### config.mk
export PLATFORM = sky130hd
export DESIGN_NAME = encoder_32x5_scan
export DESIGN_NICKNAME = d
export VERILOG_FILES = /design/src/rtl/encoder_pkg.sv /design/src/rtl/encoder_32x5_scan_priority_enc32.sv /design/src/rtl/encoder_32x5_scan.sv
export SDC_FILE = /design/constraint.sdc
export NUM_CORES = 1
export LEC_CHECK = 0
export CORE_MARGIN = 4
export CORE_UTILIZATION = 35
export CTS_BUF_LIST = sky130_fd_sc_hd__clkbuf_16
export DETAILED_ROUTE_END_ITERATION = 10
export PLACE_DENSITY = 0.53
export SKIP_CTS_REPAIR_TIMING = 1
export SYNTH_ARGS = -nofsm -noshare
export SYNTH_HDL_FRONTEND = slang
export SYNTH_SLANG_ARGS = --single-unit
### constraint.sdc
create_clock -name clk -period 6.9 [get_ports clk]
set_input_delay 1.38 -clock clk [delete_from_list [all_inputs] [get_ports clk]]
set_output_delay 1.38 -clock clk [all_outputs]
set_load 0.01 [all_outputs]
### src/rtl/encoder_pkg.sv
// encoder_pkg: shared sizes and scan state encoding for encoder_32x5_scan.
package encoder_pkg;
   localparam int N     = 32;
   localparam int IDX_W = 5;
   typedef enum logic {IDLE = 1'b0, SCAN = 1'b1} state_e;
endpackage

### src/rtl/encoder_32x5_scan_priority_enc32.sv
// priority_enc32: index of the lowest set bit of a 32-bit vector, plus an any-set flag.
module priority_enc32 (
   input  logic [encoder_pkg::N-1:0]     vec_i,
   output logic [encoder_pkg::IDX_W-1:0] idx_o,
   output logic                          any_o
);
   import encoder_pkg::*;
   assign any_o = |vec_i;
   always_comb begin
      idx_o = '0;
      for (int i = N - 1; i >= 0; i--)
         if (vec_i[i]) idx_o = i[IDX_W-1:0];
   end
endmodule

### src/rtl/encoder_32x5_scan.sv
// encoder_32x5_scan: streams indices of the set bits of a loaded vector, lowest first.
// Define ENCODER_ZERO_ERR_EN to flag zero-vector loads on err.
module encoder_32x5_scan #(
   parameter int N     = encoder_pkg::N,
   parameter int IDX_W = encoder_pkg::IDX_W
) (
   input  logic             clk,
   input  logic             rst,
   input  logic [N-1:0]     load_vec,
   input  logic             load_valid,
   output logic             load_ready,
   output logic [IDX_W-1:0] out_idx,
   output logic             out_valid,
   input  logic             out_ready,
   output logic             done,
   output logic             err
);
   import encoder_pkg::*;
   state_e           state_q, state_d;
   logic [N-1:0]     pend_q, pend_d, pend_clr;
   logic             done_q, done_d, enc_any, load_acc, xfer;
   logic [IDX_W-1:0] enc_idx;

   priority_enc32 u_enc (.vec_i(pend_q), .idx_o(enc_idx), .any_o(enc_any));

   assign load_ready = state_q == IDLE;
   assign out_valid  = state_q == SCAN && enc_any;
   assign out_idx    = out_valid ? enc_idx : '0;
   assign done       = done_q;
   assign load_acc   = load_valid && load_ready;
   assign xfer       = out_valid && out_ready;
   assign pend_clr   = pend_q & ~(N'(1) << enc_idx);

   // A load or the final transfer that leaves nothing pending ends the vector.
   always_comb begin
      state_d = state_q;
      pend_d  = pend_q;
      done_d  = 1'b0;
      if (load_acc) begin
         pend_d  = load_vec;
         state_d = |load_vec ? SCAN : IDLE;
         done_d  = ~|load_vec;
      end else if (xfer) begin
         pend_d  = pend_clr;
         state_d = |pend_clr ? SCAN : IDLE;
         done_d  = ~|pend_clr;
      end
   end

   always_ff @(posedge clk) begin
      if (rst) begin
         state_q <= IDLE;
         pend_q  <= '0;
         done_q  <= 1'b0;
      end else begin
         state_q <= state_d;
         pend_q  <= pend_d;
         done_q  <= done_d;
      end
   end

`ifdef ENCODER_ZERO_ERR_EN
   logic err_q;
   always_ff @(posedge clk) begin
      err_q <= rst ? 1'b0 : load_acc && ~|load_vec;
   end
   assign err = err_q;
`else
   assign err = 1'b0;
`endif
endmodule

==> impl_metrics.env <==
export IMPL_synth_seq_cells=34
export IMPL_hold_path_cells=2
export IMPL_outcome="complete, no violations"
export IMPL_power_ir_vdd_worst_mv=0.1231
export IMPL_antennaDiodeCount=0
export IMPL_tns_ps=0
export IMPL_vias_per_cell=6.343
export IMPL_combinationalPowerShare_pct=49.8
export IMPL_1st_iter_drt_viols=469
export IMPL_synth_lib_cells_used_distinct=58
export IMPL_drc=0
export IMPL_net_switching_power_uw=437.0
export IMPL_power_frac_clock_pct=22.9
export IMPL_power_frac_seq_pct=27.4
export IMPL_internal_power_uw=503.8
export IMPL_gpl_congestion=1.018
export IMPL_grt_ovfl_total=0
export IMPL_crit_end_category="primary output"
export IMPL_seq_area_frac_synth_pct=25.08
export IMPL_cell_pwr_density_nw_per_um2=283.8
export IMPL_grt_antenna_before_repair=0
export IMPL_timing_worst_slew_pin_value_ps=1294
export IMPL_clk_path_buf_depth=2
export IMPL_final_layout_size_suffix_gt1_share_pct=7.299
export IMPL_clock_tree_htree_level_count=2
export IMPL_nets_finish=446
export IMPL_floorplan_initialDensity_pct=36.63
export IMPL_timing_final_ws_setup_ps=2563
export IMPL_core_rowCount=31
export IMPL_insertion_delay_ps=280
export IMPL_routed_wirelength_um=11040
export IMPL_critPathArrivalTime_ps=2960
export IMPL_synth_edff_count=0
export IMPL_fillCellCount=775
export IMPL_cts_sinks=34
export IMPL_synthesis_instances=380
export IMPL_postSynth_topFlopCell="sky130_fd_sc_hd__dfxtp_1"
export IMPL_pre_cts_ws_ps=3026
export IMPL_synthArstFlopShare_pct=0
export IMPL_floorplan_io_pins=45
export IMPL_core_area_um2=7408
export IMPL_cts_tree="yes"
export IMPL_synthesis_yosys_warnings=0
export IMPL_cp_slowest_cell="sky130_fd_sc_hd__o21ai_0"
export IMPL_grt_first_pass_wirelength_um=17220
export IMPL_dr_pass1_iters=5
export IMPL_worstRegToRegCells=8
export IMPL_fin_worst_hold_slack_ps=532.1
export IMPL_die_height_um=96.06
export IMPL_layout_area_seq_um2=680.7
export IMPL_syn_cell_area_um2=2714
export IMPL_multiInputGateArea_um2=1853
export IMPL_hpwl_um=8334
export IMPL_critPathMaxStageDelay_ps=700
export IMPL_fp_dieArea_um2=9227
export IMPL_timing_final_crit_period_ps=4337
export IMPL_critical_path_peak_fanout=7
export IMPL_final_min_period_over_clock_period_pct=62.86
export IMPL_timing_final_setup_violations=0
export IMPL_final_cells=510
export IMPL_hold_path_class="register to register"
export IMPL_fmax_mhz=230.6
export IMPL_fin_skew_ps=5.419
export IMPL_num_vias=3235
export IMPL_global_route_usage_total_pct=24.76
export IMPL_grt_setup_unrepaired="false"
export IMPL_clock_tree_root_cell="sky130_fd_sc_hd__clkbuf_16"
export IMPL_tritoncts_num_buffers=5
export IMPL_antenna_violating_nets_post_route=0
export IMPL_numPortBuffers=43
export IMPL_first_global_vias=3091
export IMPL_worst_setup_hold_path_clk_slew_ps=60
export IMPL_die_w_um=96.06
export IMPL_crit_path_category="register to primary output"
export IMPL_post_detailed_route_wirelength_per_cell_um=21.64
export IMPL_startpoint_type="register"
export IMPL_maxSlewHeadroom_pct=13.44
export IMPL_placed_cell_area_um2=3178
export IMPL_place_inst=502
export IMPL_mappedNetlistNets=416
export IMPL_final_max_slew_viol_count=0
export IMPL_drv_cap=0
export IMPL_power_leakage_nw=1.146
export IMPL_stdcell_area_um2=3316
export IMPL_syn_avg_cell_area_um2=7.142
export IMPL_worst_ep_required_time_ps=5520
export IMPL_crit_path_cell_trace="nor4_1 -> nand4_1 -> o21ai_0 -> inv_1 -> clkdlybuf4s50_1"
export IMPL_hold_viol=0
export IMPL_switching_share_pct=46.45
export IMPL_area_growth_from_synthesis_to_layout_pct=22.18
export IMPL_maximum_number_of_pins_on_one_net_before_global_route_repair=36
-- cell type report --
| cell class | count | area share (%) |
|---|---|---|
| Clock buffer | 5 | 3.774 |
| Inverter | 18 | 2.038 |
| Multi-Input combinational cell | 305 | 55.89 |
| Clock inverter | 3 | 0.3774 |
| Sequential cell | 34 | 20.53 |
| Timing Repair Buffer | 46 | 13.66 |
| Tap cell | 99 | 3.736 |
-- synth_stat cells, types with 2 or more instances --
master	instances	area (um^2)
sky130_fd_sc_hd__nor4_1	15	93.84
sky130_fd_sc_hd__nand2_1	41	153.9
sky130_fd_sc_hd__o21ai_0	35	175.2
sky130_fd_sc_hd__nor3_1	7	35.03
sky130_fd_sc_hd__nor4_2	3	37.54
sky130_fd_sc_hd__o22ai_1	4	25.02
sky130_fd_sc_hd__o211ai_1	7	52.55
sky130_fd_sc_hd__nand2_2	2	12.51
sky130_fd_sc_hd__a22oi_1	10	75.07
sky130_fd_sc_hd__o41ai_1	5	43.79
sky130_fd_sc_hd__nand2b_1	4	25.02
sky130_fd_sc_hd__buf_2	2	10.01
sky130_fd_sc_hd__nor2b_1	2	12.51
sky130_fd_sc_hd__nand4_1	8	50.05
sky130_fd_sc_hd__a31oi_1	5	31.28
sky130_fd_sc_hd__or4_1	7	52.55
sky130_fd_sc_hd__o21ai_1	4	20.02
sky130_fd_sc_hd__nor2_1	43	161.4
sky130_fd_sc_hd__and2_1	2	12.51
sky130_fd_sc_hd__dfxtp_1	34	680.7
sky130_fd_sc_hd__nand3_1	6	30.03
sky130_fd_sc_hd__or3_1	2	12.51
sky130_fd_sc_hd__o31ai_1	2	15.01
sky130_fd_sc_hd__a211oi_2	2	25.02
sky130_fd_sc_hd__clkbuf_1	17	63.81
sky130_fd_sc_hd__buf_6	3	33.78
sky130_fd_sc_hd__nor4_4	4	85.08
sky130_fd_sc_hd__o2111ai_1	2	17.52
sky130_fd_sc_hd__o311ai_0	2	17.52
sky130_fd_sc_hd__o211a_1	4	40.04
sky130_fd_sc_hd__a21oi_1	47	235.2
sky130_fd_sc_hd__a2111oi_4	2	55.05
sky130_fd_sc_hd__o21a_1	3	22.52
sky130_fd_sc_hd__inv_1	18	67.56
sky130_fd_sc_hd__a21o_1	3	22.52
-- path summary, 6_finish.rpt --
check / from / endpoint / slack, ps
min: pend_q[30]$_SDFFE_PP0P_ / pend_q[30]$_SDFFE_PP0P_ / 530
max reg2reg: pend_q[28]$_SDFFE_PP0P_ / pend_q[9]$_SDFFE_PP0P_ / 2830
max: pend_q[28]$_SDFFE_PP0P_ / out_valid / 2560
min reg2reg: pend_q[30]$_SDFFE_PP0P_ / pend_q[30]$_SDFFE_PP0P_ / 530
-- through the flow --
stage | utilization [%] | power, mW
2_1_floorplan | - | 0.5644
3_3_place_gp | 42.90 | 0.7205
3_5_place_dp | 42.90 | 0.7124
4_1_cts | 44.76 | 0.9269
5_1_grt | 44.76 | 0.9900
6_report | 44.76 | 0.9409
-- logic make-up after synthesis --
kind of cell / share of synthesized area (%)
AO/OA/AOI/OAI: 37.94
AND/OR/NAND/NOR: 29.69
other: 0.1382
buffers and inverters: 6.731
flip-flops: 25.08
multiplexers: 0.4149
-- critical path: cells and delay by family, from the launching register on --
family          cells  cell delay [ps]
simple gates        2              880
flops               1              400
buf+inv             2              700
compound gates      1              700
-- per-layer routing --
metal	routed length, um	global-route usage [%]	vias to the layer above
met4	238	6.161	0
met1	4875	34.96	1519
li1	-	-	1513
met5	0	0	-
met2	4859	37.78	180
met3	1063	5.786	23
-- power by group through the flow --
stage	clock network [mW]	logic [mW]	registers [mW]
finish	0.215	0.468	0.258
global route	0.226	0.505	0.260
CTS	0.216	0.456	0.255
detailed placement	0	0.453	0.259
global placement	0	0.461	0.259
floorplan	0	0.324	0.241
-- sequential cells by signal, indices dropped and copies added, names as in the netlist --
name,count
pend_q,32
done,1
state_q,1
-- cell usage in the layout (no fill, tap or decap), types with 8 or more instances in the layout --
master,netlist,routed
sky130_fd_sc_hd__a21oi_1,47,47
sky130_fd_sc_hd__nor2_1,43,43
sky130_fd_sc_hd__clkdlybuf4s50_1,0,43
sky130_fd_sc_hd__nand2_1,41,41
sky130_fd_sc_hd__o21ai_0,35,35
sky130_fd_sc_hd__dfxtp_1,34,34
sky130_fd_sc_hd__inv_1,18,19
sky130_fd_sc_hd__nor4_1,15,15
sky130_fd_sc_hd__a22oi_1,10,10
sky130_fd_sc_hd__nand4_1,8,8
No activity file was read; power rests on OpenSTA's default activity.
